`src/rtl/rng_draw_gen.sv`:
```
// Fibonacci LFSR random source with seed loading and a req/ready/valid draw handshake.
// Define RNG_RANGE_EN to enable rejection sampling of draws against MAX_VAL.
module rng_draw_gen #(
    parameter int unsigned WIDTH    = 32,
    parameter logic [63:0] TAPS     = 64'h8020_0003,
    parameter logic [63:0] SEED     = 64'h1,
    parameter int unsigned OUT_BITS = 4,
    parameter int unsigned MAX_VAL  = 10
) (
    input  logic                clk,
    input  logic                rst,
    input  logic                seed_load,
    input  logic [WIDTH-1:0]    seed_in,
    input  logic                req,
    output logic                ready,
    output logic                valid,
    output logic [OUT_BITS-1:0] rnd_out
);

    localparam int unsigned      CNT_W    = $clog2(OUT_BITS + 1);
    localparam logic [WIDTH-1:0] TAP_MASK = TAPS[WIDTH-1:0];
    localparam logic [WIDTH-1:0] SEED_VAL = SEED[WIDTH-1:0];

    typedef enum logic [1:0] {
        IDLE,
        COLLECT,
        CHECK,
        DONE
    } fsm_t;

    fsm_t                fsm;
    logic [WIDTH-1:0]    state;
    logic [OUT_BITS-1:0] acc;
    logic [CNT_W-1:0]    cnt;
    logic                feedback;
    logic                accept;
    logic [WIDTH-1:0]    seed_safe;

    assign feedback  = ^(state & TAP_MASK);
    // An all-zero seed would freeze the LFSR forever.
    assign seed_safe = (seed_in == '0) ? WIDTH'(1) : seed_in;

`ifdef RNG_RANGE_EN
    assign accept = ({1'b0, acc} < (OUT_BITS + 1)'(MAX_VAL));
`else
    logic unused_max_val;
    assign unused_max_val = |MAX_VAL;
    assign accept         = 1'b1;
`endif

    always_ff @(posedge clk or negedge rst) begin
        if (!rst) begin
            state   <= SEED_VAL;
            fsm     <= IDLE;
            ready   <= 1'b1;
            valid   <= 1'b0;
            rnd_out <= '0;
            acc     <= '0;
            cnt     <= '0;
        end else if (seed_load) begin
            // Loading a seed abandons any draw in flight; rnd_out keeps its last value.
            state <= seed_safe;
            fsm   <= IDLE;
            ready <= 1'b1;
            valid <= 1'b0;
            acc   <= '0;
            cnt   <= '0;
        end else begin
            state <= {state[WIDTH-2:0], feedback};
            unique case (fsm)
                IDLE: begin
                    if (req) begin
                        fsm   <= COLLECT;
                        ready <= 1'b0;
                        acc   <= '0;
                        cnt   <= '0;
                    end
                end
                COLLECT: begin
                    acc <= (acc << 1) | OUT_BITS'(state[WIDTH-1]);
                    cnt <= cnt + 1'b1;
                    if (cnt == CNT_W'(OUT_BITS - 1)) begin
                        fsm <= CHECK;
                    end
                end
                CHECK: begin
                    if (accept) begin
                        rnd_out <= acc;
                        valid   <= 1'b1;
                        fsm     <= DONE;
                    end else begin
                        fsm <= COLLECT;
                        acc <= '0;
                        cnt <= '0;
                    end
                end
                DONE: begin
                    valid <= 1'b0;
                    ready <= 1'b1;
                    fsm   <= IDLE;
                end
                default: begin
                    fsm <= IDLE;
                end
            endcase
        end
    end

endmodule

```
`config.mk`:
```
export PLATFORM = sky130hd
export DESIGN_NAME = rng_draw_gen
export DESIGN_NICKNAME = d
export VERILOG_FILES = /design/src/rtl/rng_draw_gen.sv
export SDC_FILE = /design/constraint.sdc
export NUM_CORES = 1
export LEC_CHECK = 0
export CAP_MARGIN = 30
export CELL_PAD_IN_SITES_DETAIL_PLACEMENT = 0
export CELL_PAD_IN_SITES_GLOBAL_PLACEMENT = 1
export CORE_AREA = 4 4 72 74
export CTS_CLUSTER_DIAMETER = 40
export CTS_CLUSTER_SIZE = 25
export DETAILED_ROUTE_END_ITERATION = 10
export DIE_AREA = 0 0 76 78
export DONT_BUFFER_PORTS = 1
export PLACE_DENSITY = 0.84
export SYNTH_ARGS = -nofsm -noshare
export SYNTH_HDL_FRONTEND = slang
export SYNTH_SLANG_ARGS = --single-unit
```
`constraint.sdc`:
```
create_clock -name clk -period 1.7 [get_ports clk]
set_clock_uncertainty 0.1 [all_clocks]
set_input_delay 0.17 -clock clk [delete_from_list [all_inputs] [get_ports clk]]
set_output_delay 0.17 -clock clk [all_outputs]
set_load 0.01 [all_outputs]
```
==> impl_metrics.toml, run 1 <==
[sta]
worst_slack_ns = 0.0641
setup_viol = 0
slew_headroom_pct = 76.1
finalSetupTns_ns = 0
rsz0062_at_grt = "no"
fmax_ghz = 0.611
slew_viol_final = 0
hold_viol_final = 0
max_slew.worst_pin.slew_ns = 0.355
fin_crit_sh_pct = 96.2
whs_ns = 0.0329
period_minus_slack_ns = 1.64

[cts]
cts-root-buf = "clkbuf_8"
cts_buffers = 5
cts.clk_slew.worst_paths_ns = 0.08
cts_buffer_depth = 2
cts_tree = "built"
htree_num_levels = 2
worst_skew_pair.late_latency_ns = 0.30
cts.sinks = 47

[synthesis]
synth_area_mm2 = 0.00201
synth.area.top_cells = "dfrtp_1 56%, mux2_2 20%, ha_1 3.7%, dfstp_2 2.6%, a22o_1 2.6%"
yosys_warnings = 0
yosysSeqAreaShare_pct = 58.7
synthFlopType = "dfrtp_1"
synthDistinctLibCells = 26
syn-num-nets = 181
async_flop_share_pct = 100
synth_top_cell_by_area = "dfrtp_1"
synth_top_area_share_pct = 56.0
avgSynthCellArea_um2 = 14.5
ys_ff_latch = 47
synth-edff-count = 0
synth_cells = 139

[job]
drv_cap = 0

[critical_path]
cpMaxStageDelayCell = "dfrtp_1"
critPathCapture = "cnt[0]"
cp-start-kind = "flop"
cp-startpoint = "fsm[0]"
crit_chain = "inv_1 > ha_2 > nor2b_4 > nor4b_4 > buf_4 > mux2_4"
r2r_slack_ns = 0.06
crit_arrival_ns = 1.71
r2r_cells = 6
r2r-end = "cnt[0]"
endpoint_kind = "flop"
worst-setup-path-type = "flop to flop"
path_max_fanout = 7
reg2reg_from = "fsm[0]"
cpPeakStageDelay_ns = 0.41
cp.required_ns = 1.78

[place]
placed_area_mm2 = 0.00204
pre_cts_ws_ns = 0.0502
port_buffers = 0
hpwl_um = 2620
place_congestion = 0.761

[layout]
fillCellCount = 373
mostFrequentLayoutCells = "45 x dfrtp_1, 35 x mux2_2, 34 x dlygate4sd3_1"
layout_commonest_cell = "dfrtp_1"
nets = 224
finalInstanceArea_mm2 = 0.00256
area_delta_synth_final_pct = 27.2
layout-drive-gt1-share_pct = 30.6
n_antenna_cell = 0

[min_path]
hold_class = "input pin to flop"

[floorplan]
coreArea_mm2 = 0.00460
die_y_um = 78
dieArea_mm2 = 0.00593
initial_core_util_pct = 43.7
die_w_um = 76
io_pins = 42
num_rows = 25

[routing]
viasPerCell = 5.35
wl_um = 3950
wl_per_cell_um = 16.7
firstDrtPassIters = 4
antenna_left = 0
drt_iter0_drc = 24
vias = 1269
drc = 0

[pwr]
leakage_nw = 1.11
p_per_area_mw_per_mm2 = 1070
ir_drop_uv = 683

[global_routing]
grt_pass1_vias = 1421
use_met2_pct = 24.7
grt_pass1_wl_um = 6720
overflow = 0
grt_busiest_layer = "met2"
grt_usage_pct = 14.2
antenna_found_initial = 0
grtUsageMet3_pct = 5.34
use_met1_pct = 16.4
grt_max_degree = 48

[status]
outcome = "complete, no violations"
==> timing repair <==
action / in CTS / in global routing
endpoints found under the setup margin: 0 / 7
buffers inserted: 0 / 3
resized for setup: 0 / 3
hold buffers: 36 / 0
hold endpoints to repair: 83 / 0
==> per-stage QoR <==
| stage | cells | utilization (%) | power (mW) |
|---|---|---|---|
| after global placement | 190 | 44.4 | 1.85 |
| after global routing | 237 | 55.6 | 2.88 |
| final | 237 | 55.6 | 2.73 |
| after detailed placement | 190 | 44.4 | 1.89 |
| after CTS | 234 | 54.9 | 2.69 |
| after floorplan | 139 | - | 1.79 |
==> power by group <==
group,internal [mW],switching [mW],leakage [nW]
clock network,0.333,0.358,0.0484
registers,1.27,0.0910,0.576
logic,0.373,0.299,0.485
total,1.98,0.748,1.11
==> synth_stat cells (2+ instances only) <==
master / number
dfrtp_1: 45
mux2_2: 35
nor4_1: 8
a22o_1: 6
ha_1: 6
nor2_1: 5
inv_1: 4
buf_6: 3
o21ai_0: 3
a21oi_1: 2
dfstp_2: 2
nand2b_1: 2
nand4_1: 2
nor2b_1: 2
nor3_1: 2
xnor2_1: 2
==> how the worst min path moves through the flow <==
| stage | from | endpoint | cells after the start |
|---|---|---|---|
| after global placement | rst | valid | 0 |
| after global routing | seed_in[17] | state[0] | 4 |
| after CTS | seed_load | acc[3] | 2 |
| after floorplan | rst | acc[0] | 0 |
| after detailed placement | rst | valid | 0 |
| final | seed_in[17] | state[0] | 4 |
==> per-layer routing <==
metal | routed length, µm | share of wire [%] | vias up
met1 | 1630 | 41 | 642
met4 | 45 | 1.1 | 0
met5 | 0 | 0 | -
met3 | 288 | 7.3 | 5
met2 | 1990 | 50 | 42
li1 | - | - | 580
==> cell families after synthesis <==
family | Yosys count | synth area share, %
compound gates | 12 | 4.23
xor+xnor | 3 | 1.31
fa+ha+maj | 6 | 3.74
buf+inv | 8 | 2.80
flops | 47 | 58.7
mux | 36 | 20.4
simple gates | 27 | 8.90
==> sequential cells by signal (all words and copies together), names as in the netlist <==
signal   count
ready        1
rnd_out      4
valid        1
cnt          3
acc          4
state       32
fsm          2
==> critical path: cells and delay by family (launching register included) <==
kind	cells	cell delay, ns
adders and majority gates	1	0.21
buffers and inverters	2	0.26
DFF	1	0.41
muxes	1	0.26
and+or+nand+nor	2	0.29
==> cell type report <==
type | instances | area (µm²) | share of cell area (%)
inverters | 4 | 15.0 | 0.587
clock buffers | 7 | 86.3 | 3.38
flip-flops and latches | 47 | 1180 | 46.1
well taps | 54 | 67.6 | 2.64
clock inverters | 1 | 8.76 | 0.343
multi-input cells | 84 | 782 | 30.6
repair buffers | 40 | 418 | 16.3
Power figures use the tool's default switching activity.
==> inputs of run 2 (changes only) <==
Settings changed: CTS_BUF_LIST set to sky130_fd_sc_hd__clkbuf_2, PLACE_DENSITY 0.84 to unset, PLACE_DENSITY_LB_ADDON set to 0.1.
==> run 2 against run 1 <==
First-iteration DRC count increased by 50%. Final area rose by 1.5%. Critical path depth is 1 higher. Worst setup slack improved by 0.023 ns. Sequential cell count stayed put. Via count decreased by 2.8%. Maximum frequency up 1.4%. Register-to-register slack better by 0.02 ns. Non-clock buffer count is 3 higher. Combinational power up 6.3%. Power increased by 4.4%. Largest power group unchanged.
==> impl_metrics.toml, run 2 (same netlist as run 1, synthesis figures left out) <==
[cts]
cts_buffers = 5
htree_num_levels = 2
cts_buffer_depth = 2
cts.clk_slew.worst_paths_ns = 0.26
cts-root-buf = "clkbuf_2"
cts_tree = "built"
worst_skew_pair.late_latency_ns = 0.41
cts.sinks = 47

[status]
outcome = "complete, no violations"

[sta]
period_minus_slack_ns = 1.61
slew_headroom_pct = 75.7
slew_viol_final = 0
rsz0062_at_grt = "no"
finalSetupTns_ns = 0
max_slew.worst_pin.slew_ns = 0.361
hold_viol_final = 0
setup_viol = 0
fmax_ghz = 0.620
fin_crit_sh_pct = 94.9

[floorplan]
coreArea_mm2 = 0.00460
io_pins = 42
dieArea_mm2 = 0.00593
die_y_um = 78
die_w_um = 76
initial_core_util_pct = 43.7
num_rows = 25

[critical_path]
r2r-end = "cnt[0]"
r2r_slack_ns = 0.09
reg2reg_from = "fsm[1]"
crit_arrival_ns = 1.86
cp-start-kind = "flop"
r2r_cells = 7
cp.required_ns = 1.95
worst-setup-path-type = "flop to flop"
endpoint_kind = "flop"
path_max_fanout = 7

[layout]
fin_cells = 240
largest_register_ffs = 32
final_util_pct = 56.4
mostFrequentLayoutCells = "45 x dfrtp_1, 36 x dlygate4sd3_1, 35 x mux2_2"
nets = 227
layout-drive-gt1-share_pct = 31.2
n_antenna_cell = 0
reg_top3 = "state: 32 flops, acc: 4 flops, rnd_out: 4 flops"
largest-register = "state"
area_delta_synth_final_pct = 29.1
finalInstanceArea_mm2 = 0.00259
layout_commonest_cell = "dfrtp_1"

[routing]
firstDrtPassIters = 2
antenna_left = 0
wl_met2_um = 2090
drt_iter0_drc = 36
wl_met3_um = 142
viasPerCell = 5.14
vias = 1233
wl_met1_um = 1570
wl_um = 3850
drc = 0
wl_per_cell_um = 16.0
highest_layer = "met4"

[pwr]
finalPower_mw = 2.85
leakage_nw = 1.13
p_per_area_mw_per_mm2 = 1100
ir_drop_uv = 569

[place]
place_congestion = 0.768
placed_area_mm2 = 0.00204
hpwl_um = 2460
port_buffers = 0
dpl.cell_count = 190

[job]
drv_cap = 0

[global_routing]
grt_pass1_vias = 1355
grt_pass1_wl_um = 6500
grt_max_degree = 48
grt_usage_pct = 14.0
overflow = 0
antenna_found_initial = 0

[min_path]
hold_class = "input pin to asynchronous set/reset pin"
## run 2: stage by stage
stage               setup slack [ns]  hold slack [ns]
finish                        0.0874            0.115
global route                 0.00667           0.0710
CTS                           0.0232          0.00941
detailed placement            0.0670           -0.224
global placement               0.141           -0.224
floorplan                      0.125           -0.226
## run 2: repair_timing
| item | in CTS | in global routing |
|---|---|---|
| setup endpoints to repair | 0 | 9 |
| hold endpoints to repair | 90 | 4 |
| hold buffers | 38 | 1 |
| resized for setup | 0 | 4 |
| setup buffers | 0 | 4 |
## run 2: worst max-delay path by stage
stage                start     end  slack [ns]  cells after the start
floorplan           fsm[1]  cnt[0]        0.13                      5
global placement    fsm[0]  cnt[0]        0.14                      5
detailed placement  fsm[0]  cnt[0]        0.07                      5
CTS                 fsm[1]   valid        0.02                      6
global route        fsm[1]   ready       0.007                      7
finish              fsm[1]  cnt[0]        0.09                      7
## run 2: cell type report
cell class	count	area, µm²
Clock buffer	5	25.0
Clock inverter	3	71.3
Fill cell	389	2000
Inverter	4	15.0
Multi-Input combinational cell	84	792
Sequential cell	47	1180
Tap cell	54	67.6
Timing Repair Buffer	43	445
## run 2: power breakdown
group | switching (mW) | internal [mW]
registers | 0.0878 | 1.27
logic | 0.318 | 0.396
clock network | 0.367 | 0.406
## run 2: per-layer routing
layer | vias up | GRT usage [%]
met4 | 0 | 4.80
met1 | 616 | 16.2
met3 | 4 | 4.41
met5 | - | 0
met2 | 19 | 24.2
li1 | 594 | -
## run 2: worst max-delay path, cell delays in order (launching register included)
cell and delay (ns):
dfrtp_1 0.43, buf_4 0.13, inv_2 0.08, ha_4 0.14, nor2b_4 0.20, nor4b_4 0.06
buf_4 0.16, mux2_4 0.26
